## config.mk

```make
export PLATFORM = sky130hd
export DESIGN_NAME = jtag_uart_tx_sched
export DESIGN_NICKNAME = d
export VERILOG_FILES = /design/src/rtl/jtag_uart_pkg.sv /design/src/rtl/rr_arbiter.sv /design/src/rtl/jtag_uart_tx_sched.sv
export SDC_FILE = /design/constraint.sdc
export NUM_CORES = 1
export LEC_CHECK = 0
export CORE_ASPECT_RATIO = 1.2
export CORE_MARGIN = 3
export CORE_UTILIZATION = 40
export CTS_CLUSTER_DIAMETER = 200
export CTS_CLUSTER_SIZE = 28
export DETAILED_ROUTE_END_ITERATION = 16
export PLACE_DENSITY = 0.75
export SYNTH_ARGS = -nofsm -noshare
export SYNTH_HDL_FRONTEND = slang
export SYNTH_SLANG_ARGS = --single-unit
```

## constraint.sdc

```tcl
create_clock -name clk -period 1.9 [get_ports clk]
set_input_delay 0.19 -clock clk [delete_from_list [all_inputs] [get_ports clk]]
set_output_delay 0.19 -clock clk [all_outputs]
set_load 0.01 [all_outputs]
```

## src/rtl/jtag_uart_pkg.sv

```systemverilog
// Shared definitions for the JTAG UART transmit scheduler: Avalon register map,
// WSPACE field location, FSM encoding and grant-index width.
package jtag_uart_pkg;
  localparam logic ADDR_DATA  = 1'b0;
  localparam logic ADDR_CTRL  = 1'b1;
  localparam int   WSPACE_MSB = 31;
  localparam int   WSPACE_LSB = 16;
  localparam int   IDX_W      = 3;

  typedef enum logic [1:0] {
    ST_IDLE,
    ST_POLL,
    ST_WRITE,
    ST_RELEASE
  } state_t;
endpackage

```

## src/rtl/rr_arbiter.sv

```systemverilog
// Round-robin grant: the first active request strictly after i_ptr wins,
// otherwise the lowest-numbered request at or below i_ptr.
module rr_arbiter
  import jtag_uart_pkg::*;
#(
  parameter int N = 4
) (
  input  logic [N-1:0]     i_req,
  input  logic [IDX_W-1:0] i_ptr,
  output logic [N-1:0]     o_grant,
  output logic [IDX_W-1:0] o_idx
);
  logic             w_found_hi;
  logic             w_found_lo;
  logic [IDX_W-1:0] w_idx_hi;
  logic [IDX_W-1:0] w_idx_lo;

  always_comb begin
    w_found_hi = 1'b0;
    w_found_lo = 1'b0;
    w_idx_hi   = '0;
    w_idx_lo   = '0;
    o_grant    = '0;
    for (int j = 0; j < N; j++) begin
      if (i_req[j]) begin
        if (j > int'(i_ptr)) begin
          if (!w_found_hi) begin
            w_found_hi = 1'b1;
            w_idx_hi   = IDX_W'(j);
          end
        end else if (!w_found_lo) begin
          w_found_lo = 1'b1;
          w_idx_lo   = IDX_W'(j);
        end
      end
    end
    o_idx = w_found_hi ? w_idx_hi : w_idx_lo;
    for (int j = 0; j < N; j++) begin
      o_grant[j] = (w_found_hi || w_found_lo) && (o_idx == IDX_W'(j));
    end
  end
endmodule

```

## src/rtl/jtag_uart_tx_sched.sv

```systemverilog
// Multiplexes several byte streams onto a JTAG UART Avalon-MM slave, polling
// WSPACE before writing and re-arbitrating after each message or burst.
module jtag_uart_tx_sched
  import jtag_uart_pkg::*;
#(
  parameter int NUM_REQ   = 4,
  parameter int MAX_BURST = 16
) (
  input  logic                 clk,
  input  logic                 reset,
  input  logic [NUM_REQ-1:0]   req_valid,
  input  logic [8*NUM_REQ-1:0] req_data,
  input  logic [NUM_REQ-1:0]   req_last,
  output logic [NUM_REQ-1:0]   req_ready,
  output logic                 av_chipselect,
  output logic                 av_address,
  output logic                 av_read_n,
  output logic                 av_write_n,
  output logic [31:0]          av_writedata,
  input  logic [31:0]          av_readdata,
  input  logic                 av_waitrequest,
  output logic [2:0]           grant_id,
  output logic                 busy
);
  state_t           r_state;
  state_t           w_state_next;
  logic [IDX_W-1:0] r_owner;
  logic [IDX_W-1:0] r_ptr;
  logic [15:0]      r_wspace;
  logic [7:0]       r_burst;
  logic             r_pend;
  logic [7:0]       r_pend_data;
  logic             r_pend_last;

  logic [NUM_REQ-1:0] w_grant;
  logic [IDX_W-1:0]   w_idx;
  logic [7:0]         w_valid_ext;
  logic [7:0]         w_last_ext;
  logic [63:0]        w_data_ext;
  logic [7:0]         w_ready_ext;
  logic               w_wr_active;
  logic [7:0]         w_wr_data;
  logic               w_wr_last;
  logic               w_accept;
  logic               w_rd_done;
  logic [7:0]         w_burst_inc;
  logic               w_burst_hit;
  logic [15:0]        w_ws_rd;
  logic               w_unused;

  rr_arbiter #(.N(NUM_REQ)) u_arb (
    .i_req   (req_valid),
    .i_ptr   (r_ptr),
    .o_grant (w_grant),
    .o_idx   (w_idx)
  );

  assign w_valid_ext = 8'(req_valid);
  assign w_last_ext  = 8'(req_last);
  assign w_data_ext  = 64'(req_data);
  assign w_ws_rd     = av_readdata[WSPACE_MSB:WSPACE_LSB];
  assign w_unused    = ^av_readdata[WSPACE_LSB-1:0];

  // Once a write has been stalled, the captured byte is replayed so the bus
  // stays stable even if the requester withdraws its valid.
  assign w_wr_active = (r_state == ST_WRITE) && (r_pend || w_valid_ext[r_owner]);
  assign w_wr_data   = r_pend ? r_pend_data : w_data_ext[{r_owner, 3'b000} +: 8];
  assign w_wr_last   = r_pend ? r_pend_last : w_last_ext[r_owner];
  assign w_accept    = w_wr_active && !av_waitrequest;
  assign w_rd_done   = (r_state == ST_POLL) && !av_waitrequest;
  assign w_burst_inc = r_burst + 8'd1;
  assign w_burst_hit = (w_burst_inc >= 8'(MAX_BURST));

  assign req_ready = w_ready_ext[NUM_REQ-1:0];
  assign grant_id  = r_owner;
  assign busy      = (r_state != ST_IDLE) && !reset;

  always_comb begin
    w_state_next  = r_state;
    av_chipselect = 1'b0;
    av_address    = ADDR_DATA;
    av_read_n     = 1'b1;
    av_write_n    = 1'b1;
    av_writedata  = 32'h0;
    w_ready_ext   = 8'h00;
    case (r_state)
      ST_IDLE: begin
        if (|w_grant) w_state_next = ST_POLL;
      end
      ST_POLL: begin
        av_chipselect = 1'b1;
        av_address    = ADDR_CTRL;
        av_read_n     = 1'b0;
        if (w_rd_done && (w_ws_rd != 16'h0)) w_state_next = ST_WRITE;
      end
      ST_WRITE: begin
        if (w_wr_active) begin
          av_chipselect = 1'b1;
          av_write_n    = 1'b0;
          av_writedata  = {24'h0, w_wr_data};
          if (!av_waitrequest) begin
            w_ready_ext[r_owner] = 1'b1;
            if (w_wr_last || w_burst_hit) w_state_next = ST_RELEASE;
            else if (r_wspace <= 16'd1)   w_state_next = ST_POLL;
          end
        end else begin
          w_state_next = ST_RELEASE;
        end
      end
      default: w_state_next = ST_IDLE;
    endcase
    // Reset kills the bus in the same cycle it is seen.
    if (reset) begin
      av_chipselect = 1'b0;
      av_read_n     = 1'b1;
      av_write_n    = 1'b1;
      av_writedata  = 32'h0;
      w_ready_ext   = 8'h00;
    end
  end

  always_ff @(posedge clk) begin
    if (reset) begin
      r_state     <= ST_IDLE;
      r_owner     <= '0;
      r_ptr       <= IDX_W'(NUM_REQ - 1);
      r_wspace    <= 16'h0;
      r_burst     <= 8'h0;
      r_pend      <= 1'b0;
      r_pend_data <= 8'h0;
      r_pend_last <= 1'b0;
    end else begin
      r_state <= w_state_next;
      case (r_state)
        ST_IDLE: if (|w_grant) r_owner <= w_idx;
        ST_POLL: if (w_rd_done) r_wspace <= w_ws_rd;
        ST_WRITE: begin
          if (w_wr_active && av_waitrequest && !r_pend) begin
            r_pend      <= 1'b1;
            r_pend_data <= w_wr_data;
            r_pend_last <= w_wr_last;
          end
          if (w_accept) begin
            r_pend   <= 1'b0;
            r_wspace <= (r_wspace != 16'h0) ? r_wspace - 16'd1 : 16'h0;
            r_burst  <= w_burst_inc;
          end
        end
        default: begin
          r_burst <= 8'h0;
          r_ptr   <= r_owner;
        end
      endcase
    end
  end
endmodule

```

Word-level counts from Yosys, hierarchy flattened
Index checks and enable logic that the tools add are counted.

storage, ports and cells
  input port bits = 75
  output and inout bits = 44
  register bits after elaboration = 42
  word-level logic and storage cells = 134

cells by class
  shift-type cells = 1
  eq/ne operators = 11
  mux-type cells = 70
  reductions and logical operators = 34
  add/sub/neg operators = 2
  order comparisons = 7
  bitwise logic cells = 1

operator list
  kind                                                                                  count
  64-bit by 7-bit variable part select with 8-bit output                                1
  16-bit 2-to-1 mux                                                                     3
  3-bit 2-to-1 mux                                                                      16
  32-bit 2-to-1 mux                                                                     1
  8-bit 2-to-1 mux                                                                      4
  16-bit one-hot mux with 2 select lines                                                1
  16-bit nonzero test                                                                   2
  1-bit 2-to-1 mux                                                                      29
  16-bit by 1-bit less-or-equal comparator with 1-bit output (second input constant)    1
  4-bit 2-to-1 mux                                                                      4
  8-bit one-hot mux with 2 select lines                                                 1
  16-bit by 1-bit subtractor with 16-bit output (second input constant)                 1
  1-bit logical AND                                                                     12
  2-bit 2-to-1 mux                                                                      6
  8-bit by 1-bit adder with 8-bit output (second input constant)                        1
  8-bit by 5-bit greater-or-equal comparator with 1-bit output (second input constant)  1
  2-bit AND reduction                                                                   4
  1-bit binary-select mux with 3-bit select                                             2
  3-bit by 2-bit equality test with 1-bit output (second input constant)                2
  2-bit by 3-bit > comparator with 1-bit output (first input constant)                  2
  2-bit != test (second input constant)                                                 3
  2-bit one-hot mux with 3 select lines                                                 1
  2-bit nonzero test                                                                    3
  3-bit by 4-bit < comparator with 1-bit output (second input constant)                 1
  other kinds (20)                                                                      24

Logic depth before layout (Yosys ltp)
Gate-level depths: netlist of the first run.

  depth in word-level cells = 16
  gate-level depth with buffers = 9
  mapped depth without buffers = 8

By module
A second synthesis of the first run with hierarchy kept.

second synthesis, totals
  cells, all modules = 423
  area total of the unflattened synthesis = 3268.1 sq um

by module, submodules not included
  module              area each (sq um)  seq. area each (sq um)  times used  cells each
  jtag_uart_tx_sched  3069.2             840.8                   1           397
  rr_arbiter          198.9              0.0                     1           26

Worst setup path before layout of the first run
OpenSTA, ideal clock, no wires.

  kind = reg2reg
  start = register r_state[0]
  end = register r_burst[7]
  clock period less this slack = 1.878 ns
  setup slack = 0.022 ns
  path buffers = 1
  arrival time = 1.808 ns
  stages on the path, launching flop included = 7
  library setup time = 0.070 ns
  data required time = 1.830 ns
  path through = dfxtp_1 -> inv_1 -> ha_1 -> buf_1 -> or4_4 -> or3_1 -> a21oi_1

on the way
  word-level cells in the longest chain between the ends = 5
  elaborated cells between the ends (all ways) = 10
  classes of those cells = eq/ne: 3; mux: 1; bitwise: 1; reduce/logical: 5

RTL lines
  item                           RTL line                                             RTL
  start: declaration             jtag_uart_tx_sched.sv:25                             state_t r_state;
  start signal: assignment       jtag_uart_tx_sched.sv:133                            r_state <= w_state_next;
  2-bit equality test            jtag_uart_tx_sched.sv:66, jtag_uart_tx_sched.sv:134
  1-bit logical AND              jtag_uart_tx_sched.sv:66                             assign w_wr_active = (r_state == ST_WRITE) && (r_pend || w_valid_ext[r_owner]);
  1-bit logical AND              jtag_uart_tx_sched.sv:69                             assign w_accept = w_wr_active && !av_waitrequest;
  2-bit != test (no line)        n/a
  2-bit AND reduction (no line)  n/a
  end signal: assignment         jtag_uart_tx_sched.sv:146                            r_burst <= w_burst_inc;
  end: declaration               jtag_uart_tx_sched.sv:30                             logic [7:0] r_burst;

Several ways; a longest one is shown, not always the timed one.
A chain may end at the register's enable or synchronous reset.

Worst setup path in the final report of the first run
  start = register r_owner[0] (netlist: grant_id[0])
  end = register r_burst[7]

on the way
  word-level cells in the longest chain between the ends = 7

RTL lines
  item                                       RTL line                   RTL
  start: declaration                         jtag_uart_tx_sched.sv:27   logic [IDX_W-1:0] r_owner;
  start signal: assignment                   jtag_uart_tx_sched.sv:135  ST_IDLE: if (|w_grant) r_owner <= w_idx;
  1-bit binary-select mux with 3-bit select  jtag_uart_tx_sched.sv:66
  1-bit 2-to-1 mux (not written as such)     jtag_uart_tx_sched.sv:66
  1-bit logical OR                           jtag_uart_tx_sched.sv:66
  1-bit logical AND                          jtag_uart_tx_sched.sv:66
  1-bit logical AND                          jtag_uart_tx_sched.sv:69
  2-bit != test (no line)                    n/a
  2-bit AND reduction (no line)              n/a

Every way passes these cells. The select of a mux whose other input is x is not followed.

==> results of run 1 <==
==> report_power, final <==
part / total (mW) / internal [mW] / switching (mW)
sequential: 1.16 / 0.998 / 0.164
clock: 0.777 / 0.464 / 0.313
combinational: 3.66 / 1.81 / 1.85
total: 5.60 / 3.27 / 2.32
==> final cells by class <==
type                    instances  share of cell area [%]
clock inverters                 1                   0.647
inverters                      18                    1.46
repair buffers                152                    28.5
multi-input cells             303                    47.5
flip-flops and latches         40                    17.5
clock buffers                   7                    2.08
well taps                      90                    2.43
==> registers in the layout, indices dropped and copies added (netlist names) <==
signal	flops
grant_id	2
r_burst	8
r_state	2
r_ptr	2
r_pend	1
r_pend_last	1
r_pend_data	8
r_wspace	16
==> path summary, 6_finish.rpt <==
kind | endpoint | cells past startpoint | slack [ns] | start
min reg2reg | r_pend_data[2] | 2 | 0.50 | r_pend_data[2]
max | r_burst[7] | 7 | -0.09 | grant_id[0]
max reg2reg | r_burst[7] | 7 | -0.09 | grant_id[0]
min | r_pend_data[2] | 2 | 0.50 | r_pend_data[2]
==> cells in the mapped netlist, drive strengths merged (9+ instances only) <==
| cell type | instances |
|---|---|
| a211oi | 11 |
| a21oi | 28 |
| a22oi | 10 |
| buf | 36 |
| clkbuf | 12 |
| dfxtp | 40 |
| inv | 17 |
| nand2 | 34 |
| nor2 | 54 |
| nor3 | 9 |
| nor4 | 13 |
| o21ai | 24 |
==> metrics by stage <==
step / instances / worst slack [ns]
after floorplan: 409 / 0.0220
after global placement: 591 / -0.431
after detailed placement: 591 / -0.508
after CTS: 605 / -0.129
after global routing: 611 / -0.163
final: 611 / -0.0904
==> worst max-delay path: cells and delay by family, from the launching register on <==
kind | cells | cell delay (ns)
buf+inv | 2 | 0.26
flops | 1 | 0.37
simple gates | 2 | 0.81
mux | 1 | 0.22
compound gates | 2 | 0.28
==> layer usage <==
| layer | track usage, % | wire length [um] |
|---|---|---|
| met4 | 6.70 | 238 |
| met2 | 38.5 | 4830 |
| met3 | 3.27 | 664 |
| met5 | 0 | 0 |
| met1 | 25.1 | 3820 |
==> what timing repair did <==
item                                    4_1_cts  5_1_grt
cloned                                        1        0
endpoints found under the setup margin       32       35
pin swaps                                     5       15
resized for setup                            91       66
setup buffers                                 5        6
==> cell families after synthesis <==
logic type	share of synthesized area (%)
multiplexers	9.39
XOR/XNOR	0.873
buffers and inverters	12.0
AND/OR/NAND/NOR	23.9
AO/OA/AOI/OAI	23.9
other	0.125
flip-flops	26.6
adder cells (fa/ha/maj)	3.33
==> metrics.txt, run 1 <==
# TYPE chip_impl_metric gauge
chip_impl_info{name="path_common_cell",value="sky130_fd_sc_hd__buf_6"} 1
chip_impl_metric{name="timing.hold.ws",unit="ns"} 0.502
chip_impl_metric{name="final.period_utilization",unit="%"} 105
chip_impl_metric{name="post-dp-hpwl",unit="mm"} 6.73
chip_impl_info{name="timing.critical_path.cells",value="mux2_4, o221ai_4, buf_6, buf_6, or4_4, or3_1, a21oi_1"} 1
chip_impl_metric{name="gp_congestion",unit=""} 0.857
chip_impl_metric{name="slew_viol_final",unit=""} 0
chip_impl_info{name="mostFrequentLayoutCells",value="sky130_fd_sc_hd__buf_4, sky130_fd_sc_hd__clkdlybuf4s50_1, sky130_fd_sc_hd__nor2_1"} 1
chip_impl_info{name="critical_path.startpoint_type",value="flop"} 1
chip_impl_metric{name="clock-sinks",unit=""} 40
chip_impl_metric{name="vias_in_the_first_global_route",unit=""} 3237
chip_impl_info{name="timing_worst_setup_path_type",value="flop to flop"} 1
chip_impl_metric{name="postSynthCellCount",unit=""} 385
chip_impl_metric{name="clock_skew",unit="ns"} 0.00368
chip_impl_info{name="cts_root_buf",value="sky130_fd_sc_hd__clkbuf_8"} 1
chip_impl_metric{name="htreeDepth",unit=""} 2
chip_impl_metric{name="antenna_found_initial",unit=""} 0
chip_impl_metric{name="final_util",unit="%"} 63.8
chip_impl_metric{name="critical_path.max_fanout",unit=""} 6
chip_impl_metric{name="finalInstanceArea",unit="mm^2"} 0.00464
chip_impl_metric{name="die_h",unit="um"} 101
chip_impl_metric{name="wire_length_of_the_first_global_routing_pass",unit="mm"} 15.0
chip_impl_metric{name="critPathArrivalTime",unit="ns"} 2.22
chip_impl_info{name="top_ff_cell_synth",value="sky130_fd_sc_hd__dfxtp_1"} 1
chip_impl_metric{name="drc_errors",unit=""} 0
chip_impl_metric{name="floorplan.rows",unit=""} 34
chip_impl_info{name="worst_path_slowest_cell",value="sky130_fd_sc_hd__or4_4"} 1
chip_impl_metric{name="die_width",unit="um"} 85.2
chip_impl_metric{name="clkSlewWorstSetupHoldPaths",unit="ns"} 0.08
chip_impl_metric{name="post_cts_hold_buffer_count",unit=""} 0
chip_impl_metric{name="synthesis.yosys.warnings",unit=""} 0
chip_impl_metric{name="final.setup.worst_slack",unit="ns"} -0.0904
chip_impl_metric{name="syn-mean-instance-area",unit="um^2"} 7.82
chip_impl_info{name="yosysTopAreaCell",value="sky130_fd_sc_hd__dfxtp_1"} 1
chip_impl_info{name="synthTopCellsByArea",value="sky130_fd_sc_hd__dfxtp_1, sky130_fd_sc_hd__nor2_1, sky130_fd_sc_hd__buf_4"} 1
chip_impl_metric{name="multi_input_area",unit="mm^2"} 0.00220
chip_impl_metric{name="maxClockFrequency",unit="MHz"} 502
chip_impl_metric{name="n_antenna_cell",unit=""} 0
chip_impl_metric{name="power_density",unit="mW/mm^2"} 1210
chip_impl_metric{name="grt-ovfl-total",unit=""} 0
chip_impl_info{name="layout.cells.most_common",value="sky130_fd_sc_hd__buf_4"} 1
chip_impl_metric{name="static-leakage-power",unit="nW"} 1.91
chip_impl_metric{name="worst_ep_required_time",unit="ns"} 2.13
chip_impl_metric{name="boundaryPins",unit=""} 119
chip_impl_metric{name="nets",unit=""} 603
chip_impl_metric{name="design.core.area",unit="mm^2"} 0.00727
chip_impl_metric{name="grt_use_total",unit="%"} 21.1
chip_impl_metric{name="ant_nets",unit=""} 0
chip_impl_metric{name="netlist_area",unit="mm^2"} 0.00301
chip_impl_info{name="min_path_type",value="flop to flop"} 1
chip_impl_metric{name="place.port_buffers",unit=""} 77
chip_impl_metric{name="count_of_flip_flops_with_a_built_in_enable_after_synthesis",unit=""} 0
chip_impl_metric{name="finalSetupTns",unit="ns"} -0.693
chip_impl_info{name="run_status",value="finished with violations"} 1
chip_impl_metric{name="detail_route.vias_per_cell",unit=""} 5.48
chip_impl_metric{name="routed_wire_length_per_instance",unit="um"} 15.6
chip_impl_metric{name="vdd_ir_drop_max",unit="V"} 0.000805
chip_impl_metric{name="slowest_delay",unit="ns"} 0.47
chip_impl_metric{name="post_synth_num_cell_types",unit=""} 63
chip_impl_metric{name="layout_min_cycle_time",unit="ns"} 1.99
chip_impl_metric{name="ff_latch_area",unit="um^2"} 811
chip_impl_metric{name="dpl_cell_area",unit="mm^2"} 0.00416
chip_impl_metric{name="final.fill_count",unit=""} 629
chip_impl_metric{name="grt_start_max_net_pins",unit=""} 23
chip_impl_metric{name="asyncSetResetFlopFracSynth",unit="%"} 0
chip_impl_metric{name="drt_first_iter_violations",unit=""} 123
chip_impl_metric{name="initial_core_util",unit="%"} 41.4
chip_impl_metric{name="drt-pass1-iter-count",unit=""} 4
chip_impl_metric{name="clk-insertion-delay-late",unit="ns"} 0.30
chip_impl_metric{name="cts.path.max_buffers",unit=""} 2
chip_impl_metric{name="syn_to_final_growth",unit="%"} 54.2
chip_impl_metric{name="tritoncts.num_buffers",unit=""} 5
chip_impl_metric{name="seq_area_frac_synth",unit="%"} 26.6
chip_impl_metric{name="drive_above_1_share",unit="%"} 31.9
chip_impl_info{name="failing_checks",value="negative setup slack"} 1
chip_impl_metric{name="synthDominantCellAreaShare",unit="%"} 26.6
chip_impl_metric{name="count_of_vias_placed_by_the_detailed_router",unit=""} 3347
chip_impl_metric{name="setup_viol",unit=""} 18
chip_impl_metric{name="power.total",unit="mW"} 5.60
chip_impl_metric{name="drt-total-wl",unit="mm"} 9.56
chip_impl_metric{name="max_cap_violations",unit=""} 0
chip_impl_info{name="cts_tree",value="yes"} 1
chip_impl_metric{name="timing.final.hold_violations",unit=""} 0
chip_impl_metric{name="fp.dieArea",unit="mm^2"} 0.00861
chip_impl_info{name="rsz0062_at_grt",value="yes"} 1
chip_impl_metric{name="flip_flop_and_latch_count_after_synthesis",unit=""} 40
chip_impl_info{name="end_kind",value="flop"} 1
Note: power is estimated with default switching activity, not from simulation.
==> run 2, diff against run 1 <==
--- a/config.mk
+++ b/config.mk
@@ -7,11 +7,11 @@
 export LEC_CHECK = 0
 export CORE_ASPECT_RATIO = 1.2
 export CORE_MARGIN = 3
-export CORE_UTILIZATION = 40
+export CORE_UTILIZATION = 44
 export CTS_CLUSTER_DIAMETER = 200
 export CTS_CLUSTER_SIZE = 28
 export DETAILED_ROUTE_END_ITERATION = 16
-export PLACE_DENSITY = 0.75
+export PLACE_DENSITY = 0.78
 export SYNTH_ARGS = -nofsm -noshare
 export SYNTH_HDL_FRONTEND = slang
 export SYNTH_SLANG_ARGS = --single-unit
==> constraint.sdc (replaced) <==
create_clock -name clk -period 2.01 [get_ports clk]
set_input_delay 0.201 -clock clk [delete_from_list [all_inputs] [get_ports clk]]
set_output_delay 0.201 -clock clk [all_outputs]
set_load 0.01 [all_outputs]
==> run 2 against run 1 <==
  * The flow still finishes with violations (negative setup slack)
  * Final cell count decreased by 5.1%
  * Global-route usage increased by 0.19 points
  * Critical path depth increased by 1
  * Flip-flop and latch count unchanged
  * Combinational power decreased by 21%
==> metrics.txt, run 2 (same netlist as run 1, synthesis figures left out) <==
# TYPE chip_impl_metric gauge
chip_impl_info{name="hold_path.startpoint",value="r_wspace[15]"} 1
chip_impl_metric{name="drt-pass1-iter-count",unit=""} 4
chip_impl_metric{name="power_density",unit="mW/mm^2"} 1080
chip_impl_info{name="layout.cells.most_common",value="sky130_fd_sc_hd__clkdlybuf4s50_1"} 1
chip_impl_info{name="failing_checks",value="negative setup slack"} 1
chip_impl_metric{name="detail_route.vias_per_cell",unit=""} 5.59
chip_impl_metric{name="die_width",unit="um"} 81.5
chip_impl_metric{name="finalInstanceArea",unit="mm^2"} 0.00423
chip_impl_metric{name="regToRegSetupSlack",unit="ns"} -0.01
chip_impl_metric{name="final.period_utilization",unit="%"} 101
chip_impl_metric{name="critPathArrivalTime",unit="ns"} 2.25
chip_impl_metric{name="dpl.cell_count",unit=""} 569
chip_impl_metric{name="gp_congestion",unit=""} 0.938
chip_impl_metric{name="maxClockFrequency",unit="MHz"} 494
chip_impl_info{name="layout_top_registers",value="r_wspace: 16 flops, r_burst: 8 flops, r_pend_data: 8 flops"} 1
chip_impl_metric{name="timing.final.hold_violations",unit=""} 0
chip_impl_metric{name="drc_errors",unit=""} 0
chip_impl_metric{name="max_cap_violations",unit=""} 0
chip_impl_metric{name="vias_in_the_first_global_route",unit=""} 3090
chip_impl_metric{name="layout_min_cycle_time",unit="ns"} 2.02
chip_impl_metric{name="finalNonFillerCells",unit=""} 580
chip_impl_info{name="critical_path.startpoint_type",value="flop"} 1
chip_impl_metric{name="die_h",unit="um"} 96.6
chip_impl_metric{name="reg2regPathDepth",unit=""} 8
chip_impl_metric{name="slew_viol_final",unit=""} 0
chip_impl_metric{name="tritoncts.num_buffers",unit=""} 5
chip_impl_metric{name="drt_first_iter_violations",unit=""} 129
chip_impl_info{name="crit-reg2reg-launch",value="r_state[0]"} 1
chip_impl_metric{name="clk-insertion-delay-late",unit="ns"} 0.30
chip_impl_metric{name="antenna_found_initial",unit=""} 0
chip_impl_metric{name="count_of_vias_placed_by_the_detailed_router",unit=""} 3244
chip_impl_metric{name="critical_path.max_fanout",unit=""} 5
chip_impl_info{name="largest-register",value="r_wspace"} 1
chip_impl_metric{name="boundaryPins",unit=""} 119
chip_impl_metric{name="power.total",unit="mW"} 4.56
chip_impl_info{name="mostFrequentLayoutCells",value="sky130_fd_sc_hd__clkdlybuf4s50_1, sky130_fd_sc_hd__nor2_1, sky130_fd_sc_hd__buf_4"} 1
chip_impl_info{name="min_path_type",value="flop to flop"} 1
chip_impl_metric{name="dpl_cell_area",unit="mm^2"} 0.00406
chip_impl_info{name="critical_path.reg2reg.endpoint",value="r_burst[7]"} 1
chip_impl_metric{name="clock_skew",unit="ns"} 0.00787
chip_impl_info{name="cts_root_buf",value="sky130_fd_sc_hd__clkbuf_8"} 1
chip_impl_metric{name="floorplan.rows",unit=""} 32
chip_impl_info{name="end_kind",value="flop"} 1
chip_impl_metric{name="htreeDepth",unit=""} 2
chip_impl_info{name="cts_tree",value="yes"} 1
chip_impl_metric{name="syn_to_final_growth",unit="%"} 40.4
chip_impl_metric{name="routed_wire_length_per_instance",unit="um"} 15.3
chip_impl_info{name="timing_worst_setup_path_type",value="flop to flop"} 1
chip_impl_metric{name="drt-total-wl",unit="mm"} 8.85
chip_impl_metric{name="fp.dieArea",unit="mm^2"} 0.00787
chip_impl_metric{name="post-dp-hpwl",unit="mm"} 6.63
chip_impl_info{name="worstHoldEndpoint",value="r_wspace[15]"} 1
chip_impl_metric{name="n_antenna_cell",unit=""} 0
chip_impl_metric{name="setup_viol",unit=""} 1
chip_impl_info{name="rsz0062_at_grt",value="yes"} 1
chip_impl_metric{name="design.core.area",unit="mm^2"} 0.00653
chip_impl_metric{name="ant_nets",unit=""} 0
chip_impl_metric{name="grt_use_total",unit="%"} 21.3
chip_impl_metric{name="cts.path.max_buffers",unit=""} 2
chip_impl_metric{name="initial_core_util",unit="%"} 46.1
chip_impl_metric{name="grt-ovfl-total",unit=""} 0
chip_impl_metric{name="hold-path-cell-count",unit=""} 2
chip_impl_metric{name="drive_above_1_share",unit="%"} 21.2
chip_impl_metric{name="grt_start_max_net_pins",unit=""} 27
chip_impl_metric{name="nets",unit=""} 577
chip_impl_metric{name="worst_ep_required_time",unit="ns"} 2.24
chip_impl_metric{name="clkSlewWorstSetupHoldPaths",unit="ns"} 0.08
chip_impl_metric{name="place.port_buffers",unit=""} 77
chip_impl_metric{name="static-leakage-power",unit="nW"} 1.74
chip_impl_metric{name="wire_length_of_the_first_global_routing_pass",unit="mm"} 13.5
chip_impl_metric{name="vdd_ir_drop_max",unit="V"} 0.000595
chip_impl_metric{name="final.setup.worst_slack",unit="ns"} -0.0128
chip_impl_metric{name="largest_register_ffs",unit=""} 16
chip_impl_info{name="run_status",value="finished with violations"} 1
chip_impl_metric{name="clock-sinks",unit=""} 40
[run 2: cell count changes in the layout (fill, tap and decap cells not counted), sizes merged]
cell,delta
buf,-31
clkdlybuf4s15,+1
dlygate4sd2,+2
bufinv,-1
clkbuf,+3
[run 2: stage by stage]
stage / hold WS [ns] / util (%) / setup TNS [ns] / setup WS (ns)
after floorplan: 0.346 / - / 0 / 0.132
after detailed placement: 0.475 / 62.1 / -7.03 / -0.364
after global routing: 0.517 / 64.8 / -0.317 / -0.0631
after global placement: 0.465 / 62.1 / -5.36 / -0.313
final: 0.490 / 64.8 / -0.0128 / -0.0128
after CTS: 0.488 / 64.0 / -0.143 / -0.0572
[run 2: metal layers]
metal / part of all wire [%] / wire [um] / track usage, % / up-vias
li1: - / - / - / 1568
met4: 1.8 / 156 / 7.80 / 0
met5: 0 / 0 / 0 / -
met1: 40 / 3580 / 24.8 / 1519
met2: 50 / 4430 / 37.2 / 140
met3: 7.7 / 679 / 4.38 / 17
[run 2: cell type report]
cell class | instances | area, um^2
Clock buffer | 8 | 90.1
Fill cell | 555 | 2300
Inverter | 18 | 67.6
Multi-Input combinational cell | 303 | 2020
Sequential cell | 40 | 807
Tap cell | 85 | 106
Timing Repair Buffer | 126 | 1140
[run 2: worst max-delay path by stage]
stage / start / endpoint / slack [ns] / cells after the start
2_1_floorplan: r_state[0] / r_burst[7] / 0.13 / 6
3_3_place_gp: req_valid[0] / av_write_n / -0.31 / 6
3_5_place_dp: req_valid[0] / req_ready[2] / -0.36 / 6
4_1_cts: grant_id[0] / r_burst[7] / -0.06 / 8
5_1_grt: r_state[0] / r_burst[7] / -0.06 / 8
6_report: r_state[0] / r_burst[7] / -0.01 / 8
[run 2: power breakdown]
| group | leakage (nW) | internal (mW) | total [mW] | switching, mW |
|---|---|---|---|---|
| Clock | 0.0455 | 0.281 | 0.572 | 0.292 |
| Combinational | 1.37 | 1.40 | 2.90 | 1.50 |
| Sequential | 0.326 | 0.940 | 1.09 | 0.146 |
[run 2: critical path: stages, from the launching register on]
cell	delay (ns)
sky130_fd_sc_hd__dfxtp_1	0.32
sky130_fd_sc_hd__inv_2	0.06
sky130_fd_sc_hd__ha_2	0.21
sky130_fd_sc_hd__o221ai_4	0.11
sky130_fd_sc_hd__buf_6	0.14
sky130_fd_sc_hd__buf_6	0.11
sky130_fd_sc_hd__or4_4	0.51
sky130_fd_sc_hd__or3_1	0.38
sky130_fd_sc_hd__a21oi_1	0.12
[run 2: timing repair]
action | 4_1_cts | 5_1_grt
resized for setup | 63 | 25
pin swaps | 2 | 7
setup endpoints to repair | 17 | 34
cloned | 0 | 0
hold buffers | 0 | 0
setup buffers | 3 | 1
